--- src/rtl/ntt_ctrl_if.sv ---
// ============================================================
// ntt_ctrl_if : operation / writeback bus between sequencer and butterfly datapath
// Revision    : 1.0
// ============================================================
`default_nettype none

interface ntt_ctrl_if;
   logic       op_valid;
   logic       op_ready;
   logic       op_scale;
   logic       op_inv;
   logic [7:0] addr_a;
   logic [7:0] addr_b;
   logic [6:0] zeta_addr;
   logic       wb_done;

   modport master (
      output op_valid,
      output op_scale,
      output op_inv,
      output addr_a,
      output addr_b,
      output zeta_addr,
      input  op_ready,
      input  wb_done
   );

   modport slave (
      input  op_valid,
      input  op_scale,
      input  op_inv,
      input  addr_a,
      input  addr_b,
      input  zeta_addr,
      output op_ready,
      output wb_done
   );
endinterface

`default_nettype wire

--- src/rtl/ntt_ctrl.sv ---
// ============================================================
// ntt_ctrl : Kyber NTT/INTT butterfly address, twiddle and layer-barrier sequencer
// Revision : 1.0
// ============================================================
`default_nettype none

module ntt_ctrl #(
   parameter int PIPE_MAX = 8
) (
   input  logic        clk,
   input  logic        rst,
   input  logic        start,
   input  logic        inverse,
   output logic        busy,
   output logic        done,
   output logic [2:0]  layer,
   ntt_ctrl_if.master  bus
);

   localparam logic [2:0] S_IDLE   = 3'd0;
   localparam logic [2:0] S_ISSUE  = 3'd1;
   localparam logic [2:0] S_DRAIN  = 3'd2;
   localparam logic [2:0] S_SCALE  = 3'd3;
   localparam logic [2:0] S_SDRAIN = 3'd4;
   localparam logic [2:0] S_DONE   = 3'd5;

   localparam logic [7:0] c_pipe_max = 8'(PIPE_MAX);

   logic [2:0] r_state;
   logic       r_inv;
   logic [2:0] r_layer;
   logic [6:0] r_b;
   logic [7:0] r_s;
   logic [7:0] r_outst;
   logic [7:0] r_addr_a;
   logic [7:0] r_addr_b;
   logic [6:0] r_zeta;
   logic       r_scale;

   logic [2:0] w_nxt_state;
   logic       w_nxt_inv;
   logic [2:0] w_nxt_layer;
   logic [6:0] w_nxt_b;
   logic [7:0] w_nxt_s;
   logic [7:0] w_nxt_outst;
   logic       w_xfer;
   logic       w_valid;

   logic [2:0] w_len_log;
   logic [3:0] w_shamt;
   logic [7:0] w_len;
   logic [6:0] w_grp;
   logic [6:0] w_off;
   logic [7:0] w_base;
   logic [7:0] w_addr_a;
   logic [7:0] w_addr_b;
   logic [6:0] w_zeta;

   assign w_xfer = w_valid & bus.op_ready;

   // State register plus all sequencing counters and the registered operation outputs.
   always_ff @(posedge clk) begin
      if (rst) begin
         r_state  <= S_IDLE;
         r_inv    <= 1'b0;
         r_layer  <= 3'd0;
         r_b      <= 7'd0;
         r_s      <= 8'd0;
         r_outst  <= 8'd0;
         r_addr_a <= 8'd0;
         r_addr_b <= 8'd0;
         r_zeta   <= 7'd0;
         r_scale  <= 1'b0;
      end else begin
         r_state  <= w_nxt_state;
         r_inv    <= w_nxt_inv;
         r_layer  <= w_nxt_layer;
         r_b      <= w_nxt_b;
         r_s      <= w_nxt_s;
         r_outst  <= w_nxt_outst;
         case (w_nxt_state)
            S_ISSUE: begin
               r_addr_a <= w_addr_a;
               r_addr_b <= w_addr_b;
               r_zeta   <= w_zeta;
               r_scale  <= 1'b0;
            end
            S_SCALE: begin
               r_addr_a <= w_nxt_s;
               r_addr_b <= 8'd0;
               r_zeta   <= 7'd0;
               r_scale  <= 1'b1;
            end
            default: begin
               r_addr_a <= 8'd0;
               r_addr_b <= 8'd0;
               r_zeta   <= 7'd0;
               r_scale  <= 1'b0;
            end
         endcase
      end
   end

   always_comb begin
      w_nxt_state = r_state;
      w_nxt_inv   = r_inv;
      w_nxt_layer = r_layer;
      w_nxt_b     = r_b;
      w_nxt_s     = r_s;
      case (r_state)
         S_IDLE: begin
            if (start) begin
               w_nxt_state = S_ISSUE;
               w_nxt_inv   = inverse;
               w_nxt_layer = 3'd0;
               w_nxt_b     = 7'd0;
            end
         end
         S_ISSUE: begin
            if (w_xfer) begin
               w_nxt_b = r_b + 7'd1;
               if (r_b == 7'd127) begin
                  w_nxt_state = S_DRAIN;
               end
            end
         end
         S_DRAIN: begin
            // Barrier: the next layer reads coefficients this layer is still writing.
            if (r_outst == 8'd0) begin
               if (r_layer != 3'd6) begin
                  w_nxt_state = S_ISSUE;
                  w_nxt_layer = r_layer + 3'd1;
                  w_nxt_b     = 7'd0;
               end else if (r_inv) begin
                  w_nxt_state = S_SCALE;
                  w_nxt_layer = 3'd7;
                  w_nxt_s     = 8'd0;
               end else begin
                  w_nxt_state = S_DONE;
               end
            end
         end
         S_SCALE: begin
            if (w_xfer) begin
               w_nxt_s = r_s + 8'd1;
               if (r_s == 8'd255) begin
                  w_nxt_state = S_SDRAIN;
               end
            end
         end
         S_SDRAIN: begin
            if (r_outst == 8'd0) begin
               w_nxt_state = S_DONE;
            end
         end
         S_DONE: begin
            w_nxt_state = S_IDLE;
            w_nxt_layer = 3'd0;
         end
         default: begin
            w_nxt_state = S_IDLE;
         end
      endcase
   end

   always_comb begin
      busy    = 1'b0;
      done    = 1'b0;
      w_valid = 1'b0;
      case (r_state)
         S_ISSUE, S_SCALE: begin
            busy    = 1'b1;
            w_valid = (r_outst != c_pipe_max);
         end
         S_DRAIN, S_SDRAIN: begin
            busy = 1'b1;
         end
         S_DONE: begin
            done = 1'b1;
         end
         default: begin
            busy = 1'b0;
         end
      endcase
   end

   // Outstanding count saturates at zero so writebacks from an aborted transform are harmless.
   always_comb begin
      w_nxt_outst = r_outst;
      if (w_xfer && !bus.wb_done) begin
         w_nxt_outst = r_outst + 8'd1;
      end else if (!w_xfer && bus.wb_done && (r_outst != 8'd0)) begin
         w_nxt_outst = r_outst - 8'd1;
      end
   end

   // Address math is evaluated on the next-cycle butterfly so the outputs can be registered.
   always_comb begin
      w_len_log = w_nxt_inv ? (w_nxt_layer + 3'd1) : (3'd7 - w_nxt_layer);
      w_shamt   = {1'b0, w_len_log} + 4'd1;
      w_len     = 8'd1 << w_len_log;
      w_grp     = w_nxt_b >> w_len_log;
      w_off     = w_nxt_b & (w_len[6:0] - 7'd1);
      w_base    = {1'b0, w_grp} << w_shamt;
      w_addr_a  = w_base + {1'b0, w_off};
      w_addr_b  = w_addr_a + w_len;
      if (w_nxt_inv) begin
         w_zeta = 7'((9'd256 >> w_len_log) - 9'd1 - {2'b00, w_grp});
      end else begin
         w_zeta = 7'((8'd128 >> w_len_log) + {1'b0, w_grp});
      end
   end

   assign bus.op_valid  = w_valid;
   assign bus.op_scale  = r_scale;
   assign bus.op_inv    = r_inv;
   assign bus.addr_a    = r_addr_a;
   assign bus.addr_b    = r_addr_b;
   assign bus.zeta_addr = r_zeta;
   assign layer         = r_layer;

endmodule

`default_nettype wire

--- src/flat_wrapper.sv ---
// flat-port wrapper written by rule: the top's interface ports become plain ports
module ntt_ctrl_flat 
#(
   parameter int PIPE_MAX = 8
)
  (clk, rst, start, inverse, busy, done, layer, bus_op_valid, bus_op_scale, bus_op_inv, bus_addr_a, bus_addr_b, bus_zeta_addr, bus_op_ready, bus_wb_done);
  ntt_ctrl_if bus_i ();
  input  logic clk;
  input  logic rst;
  input  logic start;
  input  logic inverse;
  output logic busy;
  output logic done;
  output logic [2:0] layer;
  output wire logic [$bits(bus_i.op_valid)-1:0] bus_op_valid;
  output wire logic [$bits(bus_i.op_scale)-1:0] bus_op_scale;
  output wire logic [$bits(bus_i.op_inv)-1:0] bus_op_inv;
  output wire logic [$bits(bus_i.addr_a)-1:0] bus_addr_a;
  output wire logic [$bits(bus_i.addr_b)-1:0] bus_addr_b;
  output wire logic [$bits(bus_i.zeta_addr)-1:0] bus_zeta_addr;
  input wire logic [$bits(bus_i.op_ready)-1:0] bus_op_ready;
  input wire logic [$bits(bus_i.wb_done)-1:0] bus_wb_done;
  assign bus_op_valid = bus_i.op_valid;
  assign bus_op_scale = bus_i.op_scale;
  assign bus_op_inv = bus_i.op_inv;
  assign bus_addr_a = bus_i.addr_a;
  assign bus_addr_b = bus_i.addr_b;
  assign bus_zeta_addr = bus_i.zeta_addr;
  assign bus_i.op_ready = bus_op_ready;
  assign bus_i.wb_done = bus_wb_done;
  ntt_ctrl #(.PIPE_MAX(PIPE_MAX)) u_core (.clk(clk), .rst(rst), .start(start), .inverse(inverse), .busy(busy), .done(done), .layer(layer), .bus(bus_i));
endmodule
--- config.mk ---
export PLATFORM = sky130hd
export DESIGN_NAME = ntt_ctrl_flat
export DESIGN_NICKNAME = d
export VERILOG_FILES = /design/src/rtl/ntt_ctrl_if.sv /design/src/rtl/ntt_ctrl.sv /design/src/flat_wrapper.sv
export SDC_FILE = /design/constraint.sdc
export NUM_CORES = 1
export LEC_CHECK = 0
export ABC_AREA = 1
export CORE_MARGIN = 3
export CORE_UTILIZATION = 45
export DETAILED_ROUTE_END_ITERATION = 8
export PLACE_DENSITY = 0.61
export SETUP_SLACK_MARGIN = 0.5
export SYNTH_ARGS = -nofsm -noshare
export SYNTH_HDL_FRONTEND = slang
export SYNTH_SLANG_ARGS = --single-unit
--- constraint.sdc ---
create_clock -name clk -period 10.5 [get_ports clk]
set_input_delay 2.1 -clock clk [delete_from_list [all_inputs] [get_ports clk]]
set_output_delay 2.1 -clock clk [all_outputs]
set_load 0.03 [all_outputs]
## After elaboration in Yosys (flattened, before gate mapping)

Cells that the tools add are included.

| operators by class | value |
|---|---|
| add/subtract/negate cells | 14 |
| equality and inequality tests | 11 |
| shift operators | 5 |
| multiplexer cells | 36 |
| bitwise gates (word level) | 3 |
| reduce and logical (&&, ||, !) cells | 12 |

Operators with widths:

| cell | number |
|---|---|
| 8-bit 2-to-1 mux | 6 |
| 3-bit 2-to-1 mux | 14 |
| 7-bit 2-to-1 mux | 5 |
| 8-bit case mux with 2 select lines | 2 |
| 7-bit case mux with 3 select lines | 1 |
| 8-bit by 1-bit adder with 8-bit output (second input constant) | 2 |
| 3-bit case mux with 5 select lines | 1 |
| 7-bit by 1-bit subtractor with 7-bit output (second input constant) | 2 |
| 3-bit by 2-bit equality test with 1-bit output (second input constant) | 3 |
| 3-bit case mux with 3 select lines | 1 |
| 9-bit by 3-bit right shift with 7-bit output (first input constant) | 1 |
| 8-bit by 7-bit adder with 8-bit output | 1 |
| 8-bit adder | 1 |
| 8-bit equality test (second input constant) | 1 |
| 8-bit zero test | 1 |
| 8-bit by 4-bit != test with 1-bit output (second input constant) | 1 |
| 8-bit nonzero test | 1 |
| 1-bit by 3-bit left shift with 8-bit output (first input constant) | 1 |
| 7-bit by 4-bit left shift with 8-bit output | 1 |
| 8-bit by 3-bit right shift with 7-bit output (first input constant) | 1 |
| 8-bit by 1-bit subtractor with 8-bit output (second input constant) | 1 |
| 7-bit by 1-bit adder with 7-bit output (second input constant) | 1 |
| 7-bit adder | 1 |
| 7-bit bitwise AND | 1 |
| 18 further kinds | 30 |

| word-level totals | value |
|---|---|
| bits in registers | 54 |
| output and inout port bits | 31 |

## Logic depth before layout (Yosys ltp)

| depth | value |
|---|---|
| word-level depth | 11 |
| depth in mapped cells | 40 |

## Worst setup path after synthesis

No wires, ideal clock.

| path | value |
|---|---|
| path kind | input port to flip-flop |
| start | in start |
| end | reg u_core.r_addr_b[7] (netlist: u_core.bus.addr_b[7]) |
| setup time | 126 ps |
| arrival time | 6112 ps |
| required time | 10374 ps |
| setup slack | 4262 ps |
| stages on the path | 32 |
| path through | inv_1 nand2_2 nand2_1 nand2_1 nand3_2 buf_2 ha_1 o21ai_2 nor2_2 inv_2 nor2_1 inv_1 ha_1 or2_2 a21oi_1 ha_1 xor2_1 ha_1 a21oi_1 inv_1 a31oi_1 nor2_1 nor2_1 nor2_1 nor2_1 nor2_1 o21ai_0 nand2_1 xnor2_1 nand3_1 nand2_1 nor2_2 |

| between the ends | value |
|---|---|
| cells in the longest elaborated chain, start to end | 9 |

Ends and longest elaborated chain:

| what | RTL line | RTL |
|---|---|---|
| start, declared | flat_wrapper.sv:10 | `input logic start;` |
| 3-bit 2-to-1 mux (*) | ntt_ctrl.sv:112 | `if (start) begin` |
| 3-bit case mux with 3 select lines (*) | ntt_ctrl.sv:110 | `case (r_state)` |
| net u_core.w_nxt_layer[0] | ntt_ctrl.sv:42 | `logic [2:0] w_nxt_layer;` |
| 3-bit subtractor / 3-bit by 1-bit adder with 3-bit output (equally long branches) | ntt_ctrl.sv:199 | `w_len_log = w_nxt_inv ? (w_nxt_layer + 3'd1) : (3'd7 - w_nxt_layer);` |
| 3-bit 2-to-1 mux (*) | ntt_ctrl.sv:199 |  |
| 1-bit by 3-bit left shift with 8-bit output | ntt_ctrl.sv:201 | `w_len = 8'd1 << w_len_log;` |
| 7-bit by 1-bit subtractor with 7-bit output | ntt_ctrl.sv:203 | `w_off = w_nxt_b & (w_len[6:0] - 7'd1);` |
| 7-bit bitwise AND | ntt_ctrl.sv:203 |  |
| 8-bit by 7-bit adder with 8-bit output | ntt_ctrl.sv:205 | `w_addr_a = w_base + {1'b0, w_off};` |
| 8-bit adder (*) | ntt_ctrl.sv:206 | `w_addr_b = w_addr_a + w_len;` |
| end signal, assigned | ntt_ctrl.sv:84 | `r_addr_b <= w_addr_b;` |
| end, declared | ntt_ctrl.sv:36 | `logic [7:0] r_addr_b;` |

The timed path passes the listed nets; every way through them passes the cells marked *.
A chain may end at the register's enable or synchronous reset.

## Worst setup path in the final report

| path | value |
|---|---|
| start | in start |
| end | reg u_core.r_addr_b[7] (netlist: u_core.bus.addr_b[7]) |

| between the ends | value |
|---|---|
| cells in the longest elaborated chain, start to end | 9 |

Ends and longest elaborated chain:

| what | RTL line |
|---|---|
| 3-bit 2-to-1 mux | ntt_ctrl.sv:112 |
| 3-bit case mux with 3 select lines | ntt_ctrl.sv:110 |
| 3-bit subtractor / 3-bit by 1-bit adder with 3-bit output (equally long branches) | ntt_ctrl.sv:199 |
| 3-bit 2-to-1 mux | ntt_ctrl.sv:199 |
| 1-bit by 3-bit left shift with 8-bit output | ntt_ctrl.sv:201 |
| 7-bit by 1-bit subtractor with 7-bit output | ntt_ctrl.sv:203 |
| 7-bit bitwise AND | ntt_ctrl.sv:203 |
| 8-bit by 7-bit adder with 8-bit output | ntt_ctrl.sv:205 |
| 8-bit adder | ntt_ctrl.sv:206 |

Several ways; a longest one is shown, not always the timed one.

==> results.tsv <==
metric	value	unit
p_seq_frac	0.358	
maxCapViolations	0	
synth-main-ff-cell	dfxtp_1	
antenna_cells	0	
synthToLayoutAreaGrowth	12.7	%
cp_slowest_cell	clkdlybuf4s50_1	
crit_fanout	22	
whs_endpoint	u_core.r_s[1]$_SDFF_PP0_	
start_util	0.474	
dp_hpwl	9.10	mm
peakVddDrop	0.0877	mV
fin_skew	0.0199	ns
r2r_cells	34	
synth_fp_nets	727	
num-nets-final	759	
yosys_warnings	0	
cts-htree-levels	2	
cts_tree	done	
wl_per_cell	13.5	um
grt_pass1_wl	19.6	mm
drtIter0Drc	272	
via_per_inst	5.22	
die_x	106	um
final_antenna_net_count	0	
clock_power_share	0.226	
pin_count	37	
synthCells	678	
synth-seq-cells	54	
clock_path_buffers	2	
r2r-end	u_core.bus.addr_b[7]$_SDFF_PP0_	
post-route-period-util	0.708	
route.detailed.drc	0	
avgSynthCellArea	6.58	sq um
min-delay-start	u_core.r_s[1]$_SDFF_PP0_	
grt-ovfl-total	0	
combinationalPowerShare	0.417	
tns	0	ns
port_buffers	36	
min_path_type	reg -> reg	
cp_common_cell	nor2_1	
cp-start-kind	input port	
power_density	132	nW/um^2
cts_root_buf	clkbuf_8	
antenna_found_initial	0	
maxSlewViolCount	0	
netSwitchingFraction	0.390	
cts_num_sinks	54	
slew_headroom	0.417	
hold_depth	2	
yosysUniqueCellTypes	45	
post_cts_buffers	0	
yosysMostFrequentCell	nand2_1	
internal_power	0.406	mW
rows	35	
status	completed	
num_vias	4380	
worstPathArrival	7.71	ns
drive_gt1_frac	0.0845	
setup_viol_count_final	0	
yosysTopAreaCell	dfxtp_1	
required	10.77	ns
slowest_delay	0.52	ns
r2r_setup_slack	4.58	ns
gp_congestion	0.909	
grt_max_degree	23	
netlist_area	4460	sq um
path_clk_slew	0.12	ns
max_freq	135	MHz
synth_edf_count	0	
wl	11.3	mm
r2r-start	u_core.r_outst[0]$_SDFFE_PP0P_	
synthTopCellsByCount	nand2_1 (129), inv_1 (94), nor2_1 (80), nand3_1 (69), dfxtp_1 (54)	
end_kind	register	
rsz0062_at_grt	false	
die_h	106	um
cts_inserted_buffers	5	
core-area	9420	sq um
power.switching	0.259	mW
grtUsageTotal	0.214	
ctsHoldBuffers	0	
synth_area_leaders	dfxtp_1 (24%), nand2_1 (11%), ha_1 (11%), inv_1 (7.9%), nand3_1 (7.7%)	
tightest_slew	0.873	ns
dr.pass1.iters	6	
power_leakage	2.34	nW
yosysTopAreaCellShare	0.242	
final_util	0.534	
critical_path_class	in -> reg	
clkLatencyLatePin	0.32	ns
period_minus_slack	7.43	ns
hold_viol	0	
async_reset_ff_frac	0	
dieArea	11100	sq um
yosysSeqAreaShare	0.242	
cts_resized	0	
grt_pass1_vias	4223	
## per-stage QoR
stage	instance area, sq um	instances	power, mW	hold slack (ns)	setup slack [ns]
CTS	5030	839	0.671	0.500	3.10
floorplan	4460	678	0.455	0.457	4.26
global route	5030	839	0.721	0.531	2.47
global placement	4920	832	0.514	0.486	2.99
detailed placement	4920	832	0.520	0.485	2.78
finish	5030	839	0.665	0.500	3.07
## flip-flops by register name (all words and copies together) (netlist names)
signal and count:
u_core.bus.op_scale 1, u_core.r_state 3, u_core.r_outst 8, u_core.bus.zeta_addr 7, u_core.layer 3, u_core.r_b 7
u_core.bus.addr_b 8, u_core.bus.op_inv 1, u_core.r_s 8, u_core.bus.addr_a 8
## worst max path at each step
stage,from,end,slack (ns),cells after the start
after global placement,start,u_core.bus.addr_b[7]$_SDFF_PP0_,2.99,33
after floorplan,start,u_core.bus.addr_b[7]$_SDFF_PP0_,4.26,32
after detailed placement,start,u_core.bus.addr_b[7]$_SDFF_PP0_,2.78,34
after CTS,start,u_core.bus.addr_b[7]$_SDFF_PP0_,3.10,34
after global routing,start,u_core.bus.addr_b[7]$_SDFF_PP0_,2.47,34
final,start,u_core.bus.addr_b[7]$_SDFF_PP0_,3.07,34
## power by group through the flow
stage               clock network (mW)  registers (mW)  logic, mW
floorplan                            0           0.257      0.198
global placement                     0           0.242      0.272
detailed placement                   0           0.243      0.277
CTS                              0.154           0.238      0.279
global route                     0.163           0.240      0.318
finish                           0.150           0.238      0.277
## critical path: cells and delay by family
family / cells / cell delay, ns
AND/OR/NAND/NOR: 17 / 2.26
adder cells (fa/ha/maj): 4 / 1.20
buffers and inverters: 7 / 1.04
AO/OA/AOI/OAI: 4 / 0.69
XOR/XNOR: 2 / 0.42
## routing by layer
metal | routed length (um) | vias to the layer above | track usage
met2 | 5300 | 91 | 0.367
met3 | 507 | 11 | 0.0257
li1 | - | 2277 | -
met5 | 0 | - | 0
met4 | 116 | 0 | 0.0472
met1 | 5420 | 2001 | 0.287
## logic make-up after synthesis
group / share of synthesized area
multiplexers: 0.00252
adder cells (fa/ha/maj): 0.129
XOR/XNOR: 0.0373
flip-flops: 0.242
AND/OR/NAND/NOR: 0.328
AO/OA/AOI/OAI: 0.151
buffers and inverters: 0.110
## cell usage in the layout (no fill, tap or decap), types with 2 or more instances in the layout
cell,netlist,layout
clkdlybuf4s50_1,0,36
o21ai_1,5,5
nand2_2,9,9
o21ai_0,31,31
a31oi_1,5,5
xnor2_1,8,8
ha_1,38,38
a22o_1,2,2
a21oi_1,44,44
inv_2,17,17
inv_1,94,94
o211ai_1,3,3
nand3_1,69,69
clkbuf_8,0,6
a22oi_1,2,2
nor3_1,8,8
o22ai_1,4,4
nand4_1,7,7
o21bai_1,3,3
dfxtp_1,54,54
fa_1,5,5
a211oi_1,4,4
or2_2,3,3
nand2_1,129,129
nor2_4,3,3
nor2_2,5,5
nor2_1,80,80
nand3_2,9,9
xor2_1,11,11
## layout make-up
class                      count  area (sq um)
clock buffer                   6          82.6
clock inverter                 1          30.0
fill                         956          4390
inverter                     111           417
multi-input combinational    501          2890
sequential                    54          1080
tap                          129           161
timing repair buffer          37           368
No activity file was read; power rests on OpenSTA's default activity.
